--- src/rtl/scsp_midi_tx_if.sv ---
// scsp_midi_tx_if: MOBUF write port and CR2 FIFO status between the register block and the MIDI transmitter
interface scsp_midi_tx_if #(
    parameter int FIFO_DEPTH = 4
);
    logic [7:0]                    MOBUF_DATA;
    logic                          MOBUF_WE;
    logic                          OE;
    logic                          OF;
    logic [$clog2(FIFO_DEPTH):0]   FIFO_CNT;
    modport master (output MOBUF_DATA, MOBUF_WE, input OE, OF, FIFO_CNT);
    modport slave  (input MOBUF_DATA, MOBUF_WE, output OE, OF, FIFO_CNT);
endinterface

--- src/rtl/scsp_midi_tx.sv ---
// scsp_midi_tx: MOBUF FIFO feeding an 8N1 MIDI serialiser; define SCSP_MIDI_TX_OVR_EN to add the sticky OVR flag with OVR_CLR
module scsp_midi_tx #(
    parameter int CLK_DIV    = 722,
    parameter int FIFO_DEPTH = 4
) (
    input  logic          CLK,
    input  logic          RST,
    input  logic          CE,
    scsp_midi_tx_if.slave bus,
`ifdef SCSP_MIDI_TX_OVR_EN
    input  logic          OVR_CLR,
    output logic          OVR,
`endif
    output logic          BUSY,
    output logic          MIDI_OUT
);
    localparam int AW = $clog2(FIFO_DEPTH);
    localparam int CW = AW + 1;
    typedef enum logic [1:0] {IDLE, START, DATA, STOP} state_t;
    state_t        state_q, state_d;
    logic [11:0]   cnt_q, cnt_d;
    logic [2:0]    idx_q, idx_d;
    logic [7:0]    shift_q, shift_d;
    logic          out_q, out_d;
    logic [7:0]    mem_q [FIFO_DEPTH];
    logic [7:0]    mem_d [FIFO_DEPTH];
    logic [AW-1:0] wr_q, wr_d, rd_q, rd_d;
    logic [CW-1:0] count_q, count_d;
    logic          oe_q, oe_d, of_q, of_d;
    logic          empty, full, bit_end, pop, push;

    assign empty   = count_q == '0;
    assign full    = count_q == CW'(FIFO_DEPTH);
    assign bit_end = CE && cnt_q == 12'(CLK_DIV - 1);

    // Serialiser: a load (pop) restarts the frame from IDLE or straight out of STOP; otherwise bit_end steps the frame
    always_comb begin
        state_d = state_q;
        idx_d   = idx_q;
        shift_d = shift_q;
        out_d   = out_q;
        cnt_d   = (CE && state_q != IDLE) ? (bit_end ? '0 : cnt_q + 12'd1) : cnt_q;
        pop     = CE && !empty && (state_q == IDLE || (state_q == STOP && bit_end));
        if (pop) begin
            state_d = START;
            shift_d = mem_q[rd_q];
            out_d   = 1'b0;
            cnt_d   = '0;
        end else if (bit_end) begin
            case (state_q)
                START: begin
                    state_d = DATA;
                    idx_d   = 3'd0;
                    out_d   = shift_q[0];
                end
                DATA: begin
                    state_d = (idx_q == 3'd7) ? STOP : DATA;
                    idx_d   = idx_q + 3'd1;
                    out_d   = (idx_q == 3'd7) ? 1'b1 : shift_q[idx_q + 3'd1];
                end
                STOP:    state_d = IDLE;
                default: state_d = state_q;
            endcase
        end
    end

    // FIFO: a write is taken when there is room, counting the slot freed by a same-cycle pop
    always_comb begin
        push    = bus.MOBUF_WE && (!full || pop);
        mem_d   = mem_q;
        if (push) mem_d[wr_q] = bus.MOBUF_DATA;
        wr_d    = push ? wr_q + AW'(1) : wr_q;
        rd_d    = pop ? rd_q + AW'(1) : rd_q;
        count_d = count_q + CW'(push) - CW'(pop);
        oe_d    = count_d == '0;
        of_d    = count_d == CW'(FIFO_DEPTH);
    end

    // Control state and status flags, all cleared by reset
    always_ff @(posedge CLK) begin
        if (RST) begin
            state_q <= IDLE;
            cnt_q   <= '0;
            idx_q   <= '0;
            shift_q <= '0;
            out_q   <= 1'b1;
            wr_q    <= '0;
            rd_q    <= '0;
            count_q <= '0;
            oe_q    <= 1'b1;
            of_q    <= 1'b0;
        end else begin
            state_q <= state_d;
            cnt_q   <= cnt_d;
            idx_q   <= idx_d;
            shift_q <= shift_d;
            out_q   <= out_d;
            wr_q    <= wr_d;
            rd_q    <= rd_d;
            count_q <= count_d;
            oe_q    <= oe_d;
            of_q    <= of_d;
        end
    end

    // FIFO storage needs no reset: the count decides which entries are valid
    always_ff @(posedge CLK) mem_q <= mem_d;

`ifdef SCSP_MIDI_TX_OVR_EN
    logic ovr_q, ovr_d;
    // Sticky overrun: a dropped write sets it and beats a simultaneous clear
    always_comb ovr_d = (bus.MOBUF_WE && full && !pop) ? 1'b1 : OVR_CLR ? 1'b0 : ovr_q;
    // Overrun register
    always_ff @(posedge CLK) ovr_q <= RST ? 1'b0 : ovr_d;
    assign OVR = ovr_q;
`endif

    assign bus.OE       = oe_q;
    assign bus.OF       = of_q;
    assign bus.FIFO_CNT = count_q;
    assign BUSY         = state_q != IDLE;
    assign MIDI_OUT     = out_q;
endmodule

--- src/flat_wrapper.sv ---
// flat-port wrapper written by rule: the top's interface ports become plain ports
module scsp_midi_tx_flat 
#(
    parameter int CLK_DIV    = 722,
    parameter int FIFO_DEPTH = 4
)
  (CLK, RST, CE, BUSY, MIDI_OUT, bus_MOBUF_DATA, bus_MOBUF_WE, bus_OE, bus_OF, bus_FIFO_CNT);
  scsp_midi_tx_if #(.FIFO_DEPTH(FIFO_DEPTH)) bus_i ();
  input  logic CLK;
  input  logic RST;
  input  logic CE;
  output logic BUSY;
  output logic MIDI_OUT;
  input wire logic [$bits(bus_i.MOBUF_DATA)-1:0] bus_MOBUF_DATA;
  input wire logic [$bits(bus_i.MOBUF_WE)-1:0] bus_MOBUF_WE;
  output wire logic [$bits(bus_i.OE)-1:0] bus_OE;
  output wire logic [$bits(bus_i.OF)-1:0] bus_OF;
  output wire logic [$bits(bus_i.FIFO_CNT)-1:0] bus_FIFO_CNT;
  assign bus_i.MOBUF_DATA = bus_MOBUF_DATA;
  assign bus_i.MOBUF_WE = bus_MOBUF_WE;
  assign bus_OE = bus_i.OE;
  assign bus_OF = bus_i.OF;
  assign bus_FIFO_CNT = bus_i.FIFO_CNT;
  scsp_midi_tx #(.CLK_DIV(CLK_DIV), .FIFO_DEPTH(FIFO_DEPTH)) u_core (.CLK(CLK), .RST(RST), .CE(CE), .bus(bus_i), .BUSY(BUSY), .MIDI_OUT(MIDI_OUT));
endmodule
--- config.mk ---
export PLATFORM = sky130hd
export DESIGN_NAME = scsp_midi_tx_flat
export DESIGN_NICKNAME = d
export VERILOG_FILES = /design/src/rtl/scsp_midi_tx_if.sv /design/src/rtl/scsp_midi_tx.sv /design/src/flat_wrapper.sv
export SDC_FILE = /design/constraint.sdc
export NUM_CORES = 1
export LEC_CHECK = 0
export ABC_AREA = 1
export CAP_MARGIN = 30
export CORE_MARGIN = 4
export CORE_UTILIZATION = 50
export DETAILED_ROUTE_END_ITERATION = 12
export PLACE_DENSITY = 0.69
export SYNTH_ARGS = -nofsm -noshare
export SYNTH_HDL_FRONTEND = slang
export SYNTH_SLANG_ARGS = --single-unit
export TNS_END_PERCENT = 100
--- constraint.sdc ---
create_clock -name CLK -period 4 [get_ports CLK]
set_input_delay 0.8 -clock CLK [delete_from_list [all_inputs] [get_ports CLK]]
set_output_delay 0.8 -clock CLK [all_outputs]
set_load 0.1 [all_outputs]
==> run metrics <==
status=finished clean; overall power=between 0.002 and 0.0025 W; cell leakage power=between 1 and 1.5 nW; Worst-Margin Slew=slightly below 1 ns; largest net degree at the start of global routing=22; gr ovfl total=0; Max Freq=322.1 MHz; Worst Skew=just under 0.008 ns; leading area contributor after synthesis=edfxtp_1; vias=approximately 2200; Post-Synth XOR/XNOR Area=0.01421; mean routed wirelength per cell=12.22 um; Yosys top cell area share=0.3118; nets=roughly 400; die width=slightly below 90 um; Synth warnings=0; Vias/cell=about 4.9; Global Route Usage Sum=0.1621; hold path depth=2; critical path data arrival time=~2.3 ns; number of DRC markers in iteration 0=between 90 and 100; Residual DRC=0; Synth Area in Compound Gates=0.09460; Max-cap violations=0; CTS root buf=clkbuf_8; CP startpoint kind=register; Slew Limit Fails=0; commonest non-fill, non-tap cell in the layout=nor2_1; Post-DP Area=3323 um^2; Slew headroom=0.3521; setup TNS=0 ns; gpl congestion=between 0.8 and 0.9; IR drop worst, VDD=approximately 0.00034 V; register area share after synthesis=0.5392; DR pass1 iterations=4; most used cell, CP=inv_1; Net Count, Synth=around 380; r2r startpoint=u_core.cnt_q[1]; Core Box Area=between 5000 and 6000 um^2; Reg2Reg Capture Point=u_core.bus.OE; Synth Area in Adders=0.06334; multiplexer area fraction after synthesis=0; Setup Fix Bufs, Post-CTS=0; Yosys cell types=32; post-cts gate resize count=0; Max Fanout on Critical Path=5; fin area=roughly 3500 um^2; RSZ-0062 raised after global routing=no; antenna violations before repair=0; vias in the first global route=around 2100; I/O Buffers=18; CP required=3.20 ns; Hold Path Origin=u_core.cnt_q[11]; largest family of logic cells by synthesized area=simple AND/OR/NAND/NOR gates; pwr dens=~580 nW/um^2; CP Capture Type=output pin; DP Wirelength=a little over 4000 um; worst skew pair latency=approximately 0.34 ns; TritonCTS Buffers=9; Post-Syn Area=between 3000 and 4000 um^2; clk sink count=67; Routed Antenna Nets=0; CP max-delay cell=clkdlybuf4s50_1; R2R setup slack=between 1 and 1.5 ns; layout cell share with drive strength beyond 1=0.06915; Hold Buf Count CTS=0; simple-gate share of the synthesized area=0.2136; Die Ht=86.51 um; number of diodes=0; most frequent cells in the layout=62 x nor2_1, 58 x nand2_1, 45 x inv_1; die area=between 7000 and 8000 um^2; row cnt=28; H-tree Lvls=3; Crit Path Class=reg -> out; Clock Path Buffers=2; Top Ports=19; Area Overhead vs Synth=14.05%; Hold EP=u_core.cnt_q[11]; top cells by area, synth=edfxtp_1 31%, dfxtp_1 23%, nor2_1 7.6%; FF+latch count, synth=between 60 and 70; Final period util=0.7762; CTS tree=yes; Tmin final=slightly above 3 ns; Hold Crit Class=reg -> reg; final setup fails=0; Starting Density=0.5174; Reg2Reg Depth=17; critical-path cell list=inv_1, ha_1, inv_1, clkdlybuf4s50_1; syn avg cell area=slightly below 9 um^2; Synth Instances=349; Worst-path clk slew=approximately 0.070 ns; Hold Vio Cnt, Final=0; first-pass GRT wire length=9404 um; CP peak stage delay=1.14 ns; wirelength, routed=around 5500 um; Fillers=~530
sequential cells by signal (all words and copies together), names as in the netlist:
name / flops
u_core.MIDI_OUT: 1
u_core.bus.FIFO_CNT: 3
u_core.bus.OE: 1
u_core.bus.OF: 1
u_core.cnt_q: 12
u_core.idx_q: 3
u_core.mem_q: 32
u_core.rd_q: 2
u_core.shift_q: 8
u_core.state_q: 2
u_core.wr_q: 2
critical path: cells and delay by family (launching register included):
family / cells / cell delay (ns)
flops: 1 / 0.40
buf+inv: 3 / 1.33
fa+ha+maj: 1 / 0.23
report_power, final:
part / switching [W] / internal (W)
Sequential: 0.0000614 / 0.000811
Combinational: 0.000435 / 0.000186
Clock: 0.000260 / 0.000285
layer usage:
| metal | vias up | wire (um) | GRT usage |
|---|---|---|---|
| met5 | - | 0 | 0 |
| met4 | 0 | 101 | 0.07932 |
| met3 | 10 | 176 | 0.04278 |
| met2 | 33 | 2606 | 0.2580 |
| met1 | 1000 | 2626 | 0.2043 |
| li1 | 1188 | - | - |
layout make-up:
type / count / area, um^2 / share of cell area
Sequential cell: 67 / 1662 / 0.4728
Multi-Input combinational cell: 224 / 1189 / 0.3382
Timing Repair Buffer: 20 / 195.2 / 0.05554
Inverter: 49 / 183.9 / 0.05233
Clock buffer: 9 / 123.9 / 0.03524
Tap cell: 75 / 93.84 / 0.02670
Clock inverter: 7 / 67.56 / 0.01922
synthesized netlist by cell type:
cell        n
nor3_2      2
a211oi_1    1
nand4_1     3
a2bb2oi_1   1
xor2_1      3
nand3_1    11
o21ai_0    21
nor2_1     62
o32ai_1     8
or2_0       1
nor3_1      7
inv_1      45
dfxtp_1    35
xnor2_1     2
nand2_2     2
nor3b_1     1
nand3b_1    1
nand2_4     1
clkbuf_1    3
nand3_2     1
nor2_2      1
ha_1       14
edfxtp_1   32
fa_1        1
nor4_1      1
a21oi_1    20
buf_6       1
inv_2       1
buf_2       5
nand2_1    58
nor2_4      1
clkinv_1    3
worst max path at each step:
stage                      start             to  cells after the start
2_1_floorplan  u_core.state_q[0]  u_core.bus.OF                     14
3_3_place_gp                  CE  u_core.bus.OF                     17
3_5_place_dp                  CE  u_core.bus.OF                     17
4_1_cts        u_core.state_q[1]           BUSY                      4
5_1_grt                       CE  u_core.bus.OF                     17
6_report       u_core.state_q[1]           BUSY                      4
per-stage QoR:
step | cells | hold slack (ns) | util | setup slack, ns
after global routing | 451 | 0.4862 | 0.5901 | 0.8007
final | 451 | 0.4627 | 0.5901 | 0.8954
after global placement | 435 | 0.4531 | 0.5580 | 0.7938
after CTS | 451 | 0.4666 | 0.5901 | 0.8761
after detailed placement | 435 | 0.4552 | 0.5580 | 0.7449
after floorplan | 349 | 0.4339 | - | 1.010
cell families after synthesis:
group | Yosys count
flip-flops | 67
buffers and inverters | 58
XOR/XNOR | 5
AO/OA/AOI/OAI | 51
AND/OR/NAND/NOR | 153
adder cells (fa/ha/maj) | 15
(Power assumes the default switching activity.)
